File: src/rtl/cache_mem_arbiter_pkg.sv
// Shared definitions for the cache/memory arbiter: default widths, FSM state
// encoding, requester identifiers and the two-way round-robin pick function.
package cache_mem_arbiter_pkg;

    localparam int unsigned BLOCK_ADDR_W_DEF = 9;
    localparam int unsigned LINE_W_DEF       = 256;
    localparam int unsigned TIMEOUT_DEF      = 64;

    typedef enum logic [1:0] {
        ST_IDLE    = 2'd0,
        ST_ACCESS  = 2'd1,
        ST_RESPOND = 2'd2
    } state_e;

    typedef enum logic {
        REQ_IC = 1'b0,
        REQ_DC = 1'b1
    } req_id_e;

    // Two-way round robin: a lone requester always wins; on a tie the side
    // that did not win last time is chosen. Caller qualifies with "any active".
    function automatic req_id_e rr_pick(input logic    ic_act,
                                        input logic    dc_act,
                                        input req_id_e last);
        req_id_e pick;
        if (ic_act && dc_act) begin
            pick = (last == REQ_IC) ? REQ_DC : REQ_IC;
        end else if (dc_act) begin
            pick = REQ_DC;
        end else begin
            pick = REQ_IC;
        end
        return pick;
    endfunction

endpackage

File: src/rtl/cache_mem_arbiter_rr_arbiter2.sv
// Two-way round-robin arbiter with a last-grant register.
// Ports:
//   clk, reset   - clock and synchronous active-high reset
//   ic_act       - instruction side has a request pending
//   dc_act       - data side has a request pending
//   take         - the current grant is being accepted this cycle
//   gnt_valid_c  - combinational: some requester is pending
//   gnt_id_c     - combinational: requester that wins this cycle
module cache_mem_arbiter_rr_arbiter2
    import cache_mem_arbiter_pkg::*;
(
    input  logic    clk,
    input  logic    reset,
    input  logic    ic_act,
    input  logic    dc_act,
    input  logic    take,
    output logic    gnt_valid_c,
    output req_id_e gnt_id_c
);

    req_id_e last_q;
    req_id_e last_d;

    // Grant decision; history only moves when the grant is actually taken.
    always_comb begin
        gnt_valid_c = ic_act | dc_act;
        gnt_id_c    = rr_pick(ic_act, dc_act, last_q);
        last_d      = last_q;
        if (take && gnt_valid_c) begin
            last_d = gnt_id_c;
        end
    end

    // Reset to instruction so the data side wins the first tie.
    always_ff @(posedge clk) begin
        if (reset) begin
            last_q <= REQ_IC;
        end else begin
            last_q <= last_d;
        end
    end

endmodule

File: src/rtl/cache_mem_arbiter.sv
// Arbitrates instruction-cache line reads and data-cache line reads/writebacks
// onto a single main-memory port, one transaction in flight at a time.
// Ports:
//   clk, reset                      - clock, synchronous active-high reset
//   ic_req, ic_block_addr           - instruction line read request (level)
//   ic_line, ic_ready               - returned line, one-cycle completion pulse
//   dc_rd_req, dc_wr_req            - data read / writeback requests (level)
//   dc_block_addr, dc_wr_line       - data address and writeback line
//   dc_line, dc_ready               - returned line, one-cycle completion pulse
//   data_cache_busy                 - combinational: data side pending or granted
//   mem_block_addr, mem_rd, mem_wr  - memory address and strobes (held to ack)
//   mem_wdata, mem_rdata, mem_ack   - memory data and completion
//   mem_err                         - sticky memory timeout flag
module cache_mem_arbiter
    import cache_mem_arbiter_pkg::*;
#(
    parameter int unsigned BLOCK_ADDR_W = BLOCK_ADDR_W_DEF,
    parameter int unsigned LINE_W       = LINE_W_DEF,
    parameter int unsigned TIMEOUT      = TIMEOUT_DEF
) (
    input  logic                    clk,
    input  logic                    reset,
    input  logic                    ic_req,
    input  logic [BLOCK_ADDR_W-1:0] ic_block_addr,
    output logic [LINE_W-1:0]       ic_line,
    output logic                    ic_ready,
    input  logic                    dc_rd_req,
    input  logic                    dc_wr_req,
    input  logic [BLOCK_ADDR_W-1:0] dc_block_addr,
    input  logic [LINE_W-1:0]       dc_wr_line,
    output logic [LINE_W-1:0]       dc_line,
    output logic                    dc_ready,
    output logic                    data_cache_busy,
    output logic [BLOCK_ADDR_W-1:0] mem_block_addr,
    output logic                    mem_rd,
    output logic                    mem_wr,
    output logic [LINE_W-1:0]       mem_wdata,
    input  logic [LINE_W-1:0]       mem_rdata,
    input  logic                    mem_ack,
    output logic                    mem_err
);

    localparam int unsigned CNT_W = $clog2(TIMEOUT + 1);

    state_e                  state_q,    state_d;
    req_id_e                 gnt_q,      gnt_d;
    logic                    is_wr_q,    is_wr_d;
    logic [BLOCK_ADDR_W-1:0] addr_q,     addr_d;
    logic [LINE_W-1:0]       wdata_q,    wdata_d;
    logic                    mem_rd_q,   mem_rd_d;
    logic                    mem_wr_q,   mem_wr_d;
    logic                    ic_ready_q, ic_ready_d;
    logic                    dc_ready_q, dc_ready_d;
    logic [LINE_W-1:0]       ic_line_q,  ic_line_d;
    logic [LINE_W-1:0]       dc_line_q,  dc_line_d;
    logic                    mem_err_q,  mem_err_d;
    logic [CNT_W-1:0]        cnt_q,      cnt_d;

    logic                    arb_valid_c;
    req_id_e                 arb_gnt_c;
    logic                    arb_take;
    logic                    resp_done;
    logic [LINE_W-1:0]       resp_line;

    // A data-side request is "pending" when either of its strobes is up.
    cache_mem_arbiter_rr_arbiter2 u_rr (
        .clk         (clk),
        .reset       (reset),
        .ic_act      (ic_req),
        .dc_act      (dc_rd_req | dc_wr_req),
        .take        (arb_take),
        .gnt_valid_c (arb_valid_c),
        .gnt_id_c    (arb_gnt_c)
    );

    // Next-state and registered-output computation.
    always_comb begin
        state_d    = state_q;
        gnt_d      = gnt_q;
        is_wr_d    = is_wr_q;
        addr_d     = addr_q;
        wdata_d    = wdata_q;
        mem_rd_d   = mem_rd_q;
        mem_wr_d   = mem_wr_q;
        ic_ready_d = 1'b0;
        dc_ready_d = 1'b0;
        ic_line_d  = ic_line_q;
        dc_line_d  = dc_line_q;
        mem_err_d  = mem_err_q;
        cnt_d      = cnt_q;
        arb_take   = 1'b0;
        resp_done  = 1'b0;
        resp_line  = '0;

        unique case (state_q)
            ST_IDLE: begin
                if (arb_valid_c) begin
                    arb_take = 1'b1;
                    gnt_d    = arb_gnt_c;
                    // Data side with both strobes up does the writeback first.
                    if (arb_gnt_c == REQ_DC) begin
                        is_wr_d = dc_wr_req;
                        addr_d  = dc_block_addr;
                        wdata_d = dc_wr_line;
                    end else begin
                        is_wr_d = 1'b0;
                        addr_d  = ic_block_addr;
                    end
                    mem_rd_d = ~is_wr_d;
                    mem_wr_d = is_wr_d;
                    cnt_d    = '0;
                    state_d  = ST_ACCESS;
                end
            end

            ST_ACCESS: begin
                if (mem_ack) begin
                    resp_done = 1'b1;
                    resp_line = mem_rdata;
                end else if (cnt_q == CNT_W'(TIMEOUT - 1)) begin
                    // Give up: requester gets an all-zero line and the error sticks.
                    resp_done = 1'b1;
                    mem_err_d = 1'b1;
                end else begin
                    cnt_d = cnt_q + CNT_W'(1);
                end

                if (resp_done) begin
                    mem_rd_d = 1'b0;
                    mem_wr_d = 1'b0;
                    state_d  = ST_RESPOND;
                    if (gnt_q == REQ_DC) begin
                        dc_ready_d = 1'b1;
                        // A completed writeback returns no line; a timed-out one returns zero.
                        if (!is_wr_q || !mem_ack) begin
                            dc_line_d = resp_line;
                        end
                    end else begin
                        ic_ready_d = 1'b1;
                        ic_line_d  = resp_line;
                    end
                end
            end

            ST_RESPOND: begin
                state_d = ST_IDLE;
            end

            default: begin
                state_d = ST_IDLE;
            end
        endcase
    end

    // State and output registers.
    always_ff @(posedge clk) begin
        if (reset) begin
            state_q    <= ST_IDLE;
            gnt_q      <= REQ_IC;
            is_wr_q    <= 1'b0;
            addr_q     <= '0;
            wdata_q    <= '0;
            mem_rd_q   <= 1'b0;
            mem_wr_q   <= 1'b0;
            ic_ready_q <= 1'b0;
            dc_ready_q <= 1'b0;
            ic_line_q  <= '0;
            dc_line_q  <= '0;
            mem_err_q  <= 1'b0;
            cnt_q      <= '0;
        end else begin
            state_q    <= state_d;
            gnt_q      <= gnt_d;
            is_wr_q    <= is_wr_d;
            addr_q     <= addr_d;
            wdata_q    <= wdata_d;
            mem_rd_q   <= mem_rd_d;
            mem_wr_q   <= mem_wr_d;
            ic_ready_q <= ic_ready_d;
            dc_ready_q <= dc_ready_d;
            ic_line_q  <= ic_line_d;
            dc_line_q  <= dc_line_d;
            mem_err_q  <= mem_err_d;
            cnt_q      <= cnt_d;
        end
    end

    assign ic_line        = ic_line_q;
    assign ic_ready       = ic_ready_q;
    assign dc_line        = dc_line_q;
    assign dc_ready       = dc_ready_q;
    assign mem_block_addr = addr_q;
    assign mem_rd         = mem_rd_q;
    assign mem_wr         = mem_wr_q;
    assign mem_wdata      = wdata_q;
    assign mem_err        = mem_err_q;

    // Follows the request lines directly so the data cache sees busy immediately.
    assign data_cache_busy = dc_rd_req | dc_wr_req |
                             ((state_q != ST_IDLE) && (gnt_q == REQ_DC));

endmodule

File: config.mk
export PLATFORM = sky130hd
export DESIGN_NAME = cache_mem_arbiter
export DESIGN_NICKNAME = d
export VERILOG_FILES = /design/src/rtl/cache_mem_arbiter_pkg.sv /design/src/rtl/cache_mem_arbiter_rr_arbiter2.sv /design/src/rtl/cache_mem_arbiter.sv
export SDC_FILE = /design/constraint.sdc
export NUM_CORES = 2
export LEC_CHECK = 0
export ABC_AREA = 1
export BUFFER_PORTS_ARGS = -buffer_cell sky130_fd_sc_hd__clkbuf_2
export CAP_MARGIN = 20
export CORE_AREA = 2 2 520 522
export DETAILED_ROUTE_END_ITERATION = 12
export DIE_AREA = 0 0 522 524
export PLACE_DENSITY_LB_ADDON = 0.08
export SYNTH_ARGS = -nofsm -noshare
export SYNTH_HDL_FRONTEND = slang
export SYNTH_SLANG_ARGS = --single-unit
File: constraint.sdc
create_clock -name clk -period 4.9 [get_ports clk]
set_input_delay 0.98 -clock clk [delete_from_list [all_inputs] [get_ports clk]]
set_output_delay 0.98 -clock clk [all_outputs]
set_load 0.01 [all_outputs]
==> results.ini <==
[outcome]
status = finished clean

[layout]
fin_cells = 9451
design_area_um2 = 46300
syn2layout_area_growth_pct = 41.5
multi_input_area_um2 = 13700
drive_above_1_share_pct = 26.3
seqCellArea_um2 = 15900
nFillCells = 31000
nets = 6338

[yosys]
yosys.cell_types.count = 26
postSynthAreaPerCell_um2 = 6.95
syn_area_um2 = 32700
ys_seq_elements = 793
yosysSeqAreaShare_pct = 48.5
synthCells = 4706
syn-num-nets = 5243
yosysWarnings = 0

[routing]
drc = 0
drt.antenna.violating_nets = 0
firstDrtPassIters = 5
wirelength_um = 212000
via_count = 34800
post_drt_wl_per_cell_um = 22.5
drt_iter0_drc = 1730
via_per_inst = 3.68

[clock_network]
post_cts_buffers = 0
htreeDepth = 3
cts_root_buffer = clkbuf_16
postCtsResizedCells = 0
cts.sinks = 793
cts_buffers = 113
holdBufCountCts = 0
clock_latency_ns = 0.79
clkSlewWorstSetupHoldPaths_ns = 0.06
cts_tree = built
cts_max_path_buffers = 3

[critical_path]
worstPathRequired_ns = 3.92
cp_slowest_cell = inv_8
path_max_fanout = 57
crit_arrival_ns = 1.88
slowest_delay_ns = 0.38
path_class = register to primary output
critPathCaptureType = primary output
start_kind = register
crit_buf_inv = 2
path_cells = inv_8, o21ai_0, clkbuf_2
cp_top_family = buffers and inverters

[die]
die_w_um = 522
die_h_um = 524
num_rows = 190
die_area_um2 = 274000
initial_core_util_pct = 12.2
num_io_pins = 1319
core_um2 = 267000

[global_routing]
track_usage_pct = 14.8
grt_overflow_total = 0
busiest_layer = met2
grt_max_degree = 173
met3_usage_pct = 6.32
grt_pass1_wl_um = 286000
use_met1_pct = 17.4
grt_pass1_vias = 34000
grtUsageMet2_pct = 24.7
antenna_found_initial = 72

[sta]
max_clock_freq_mhz = 349
period_minus_slack_ns = 2.86
relSlewSlack_pct = 18.3
setup_ws_ns = 2.04
fin_setup_tns_ns = 0
fin_crit_sh_pct = 58.4
drv_slew = 0
hold_viol = 0
worst_pin_slew_ns = 1.23
clock_skew_ns = 0.0512
grt_setup_unrepaired = no
setup_viol = 0

[placed_design]
dpl_worst_slack_ns = 1.56
port_buffers = 1318
dp_cells = 9238
place_hpwl_um = 156000
place_area_um2 = 42600
globalplace.congestion = 0.859

[pwr]
vdd_drop_max_mv = 0.281
power_density_nw_per_um2 = 408
power_leakage_nw = 22.4

[worst_hold_path]
min_path_type = input port to register

[flow_run]
drv_cap = 0

synthesized netlist by cell type:
master / instances / share of area (%)
a21oi_1: 614 / 9.4
a21oi_2: 11 / 0.29
a31oi_1: 1 / 0.019
buf_1: 20 / 0.23
buf_12: 1 / 0.061
buf_2: 136 / 2.1
buf_4: 3 / 0.069
buf_6: 38 / 1.3
buf_8: 2 / 0.092
clkbuf_1: 192 / 2.2
clkinv_1: 1 / 0.011
dfxtp_1: 793 / 49
ha_1: 1 / 0.038
inv_1: 318 / 3.6
inv_2: 4 / 0.046
nand2_1: 1244 / 14
nand2_2: 2 / 0.038
nand3_1: 609 / 9.3
nand3_2: 2 / 0.061
nand4_1: 1 / 0.019
nor2_1: 697 / 8.0
nor2_2: 1 / 0.019
nor2_4: 1 / 0.034
o21a_1: 1 / 0.023
o21ai_0: 12 / 0.18
o22ai_1: 1 / 0.019
final timing paths:
path	from	to	slack (ns)	depth (start not counted)
max	u_rr.last_q	data_cache_busy	2.04	3
max reg2reg	cnt_q[0]	dc_line[100]	2.09	9
min	dc_wr_line[230]	mem_wdata[230]	0.45	3
min reg2reg	mem_wdata[109]	mem_wdata[109]	0.46	2
placed cells by master, fill, tap and decap left out, types with 10 or more instances in the layout:
cell	instances
a21oi_1	614
a21oi_2	10
buf_12	26
buf_4	28
clkbuf_1	49
clkbuf_16	113
clkbuf_2	1316
clkbuf_8	18
dfxtp_1	793
diode_2	11
inv_1	318
nand2_1	1243
nand3_1	609
nor2_1	696
o21ai_0	12
sequential cells by signal, summed over array words and instances (netlist names):
signal and flops:
cnt_q 7, dc_line 256, dc_ready 1, ic_line 256, ic_ready 1, is_wr_q 1, mem_block_addr 9, mem_err 1
mem_rd 1, mem_wdata 256, mem_wr 1, state_q 2, u_rr.last_q 1
cell families after synthesis:
logic type / count (synthesis) / share of synthesized area [%]
buffers and inverters: 715 / 9.75
AOI/OAI and AO/OA: 640 / 9.93
adders and majority gates: 1 / 0.0382
and+or+nand+nor: 2557 / 31.8
DFF: 793 / 48.5
through the flow:
stage                     power (W)  hold WS [ns]  utilization, %
after detailed placement     0.0108         0.452            15.9
after global placement       0.0108         0.448            15.9
after global routing         0.0199         0.377            17.3
final                        0.0189         0.454            17.3
after CTS                    0.0194         0.354            17.3
after floorplan             0.00903         0.458               -
worst reg2reg max path, delay by kind of cell (launching register included):
kind | cells | cell delay, ns
and+or+nand+nor | 7 | 1.56
DFF | 1 | 0.45
buffers and inverters | 1 | 0.48
adders and majority gates | 1 | 0.23
final cells by class:
| cell class | instances | share of cell area (%) |
|---|---|---|
| clock inverter | 22 | 0.854 |
| sequential | 793 | 34.3 |
| antenna | 11 | 0.0595 |
| clock buffer | 180 | 7.04 |
| multi-input combinational | 3198 | 29.6 |
| tap | 3552 | 9.60 |
| inverter | 323 | 2.65 |
| timing repair buffer | 1372 | 15.9 |
per-layer routing:
layer / share of wire [%] / vias up
met5: 0.15 / -
met4: 2.3 / 54
met3: 9.5 / 248
met2: 47 / 1068
met1: 41 / 16300
li1: - / 17100
power breakdown:
part	internal (W)	total [W]	switching [W]
registers	0.00691	0.00717	0.000263
logic	0.00101	0.00333	0.00232
clock network	0.00485	0.00838	0.00352
total	0.0128	0.0189	0.00611
Note: power is estimated with default switching activity, not from simulation.
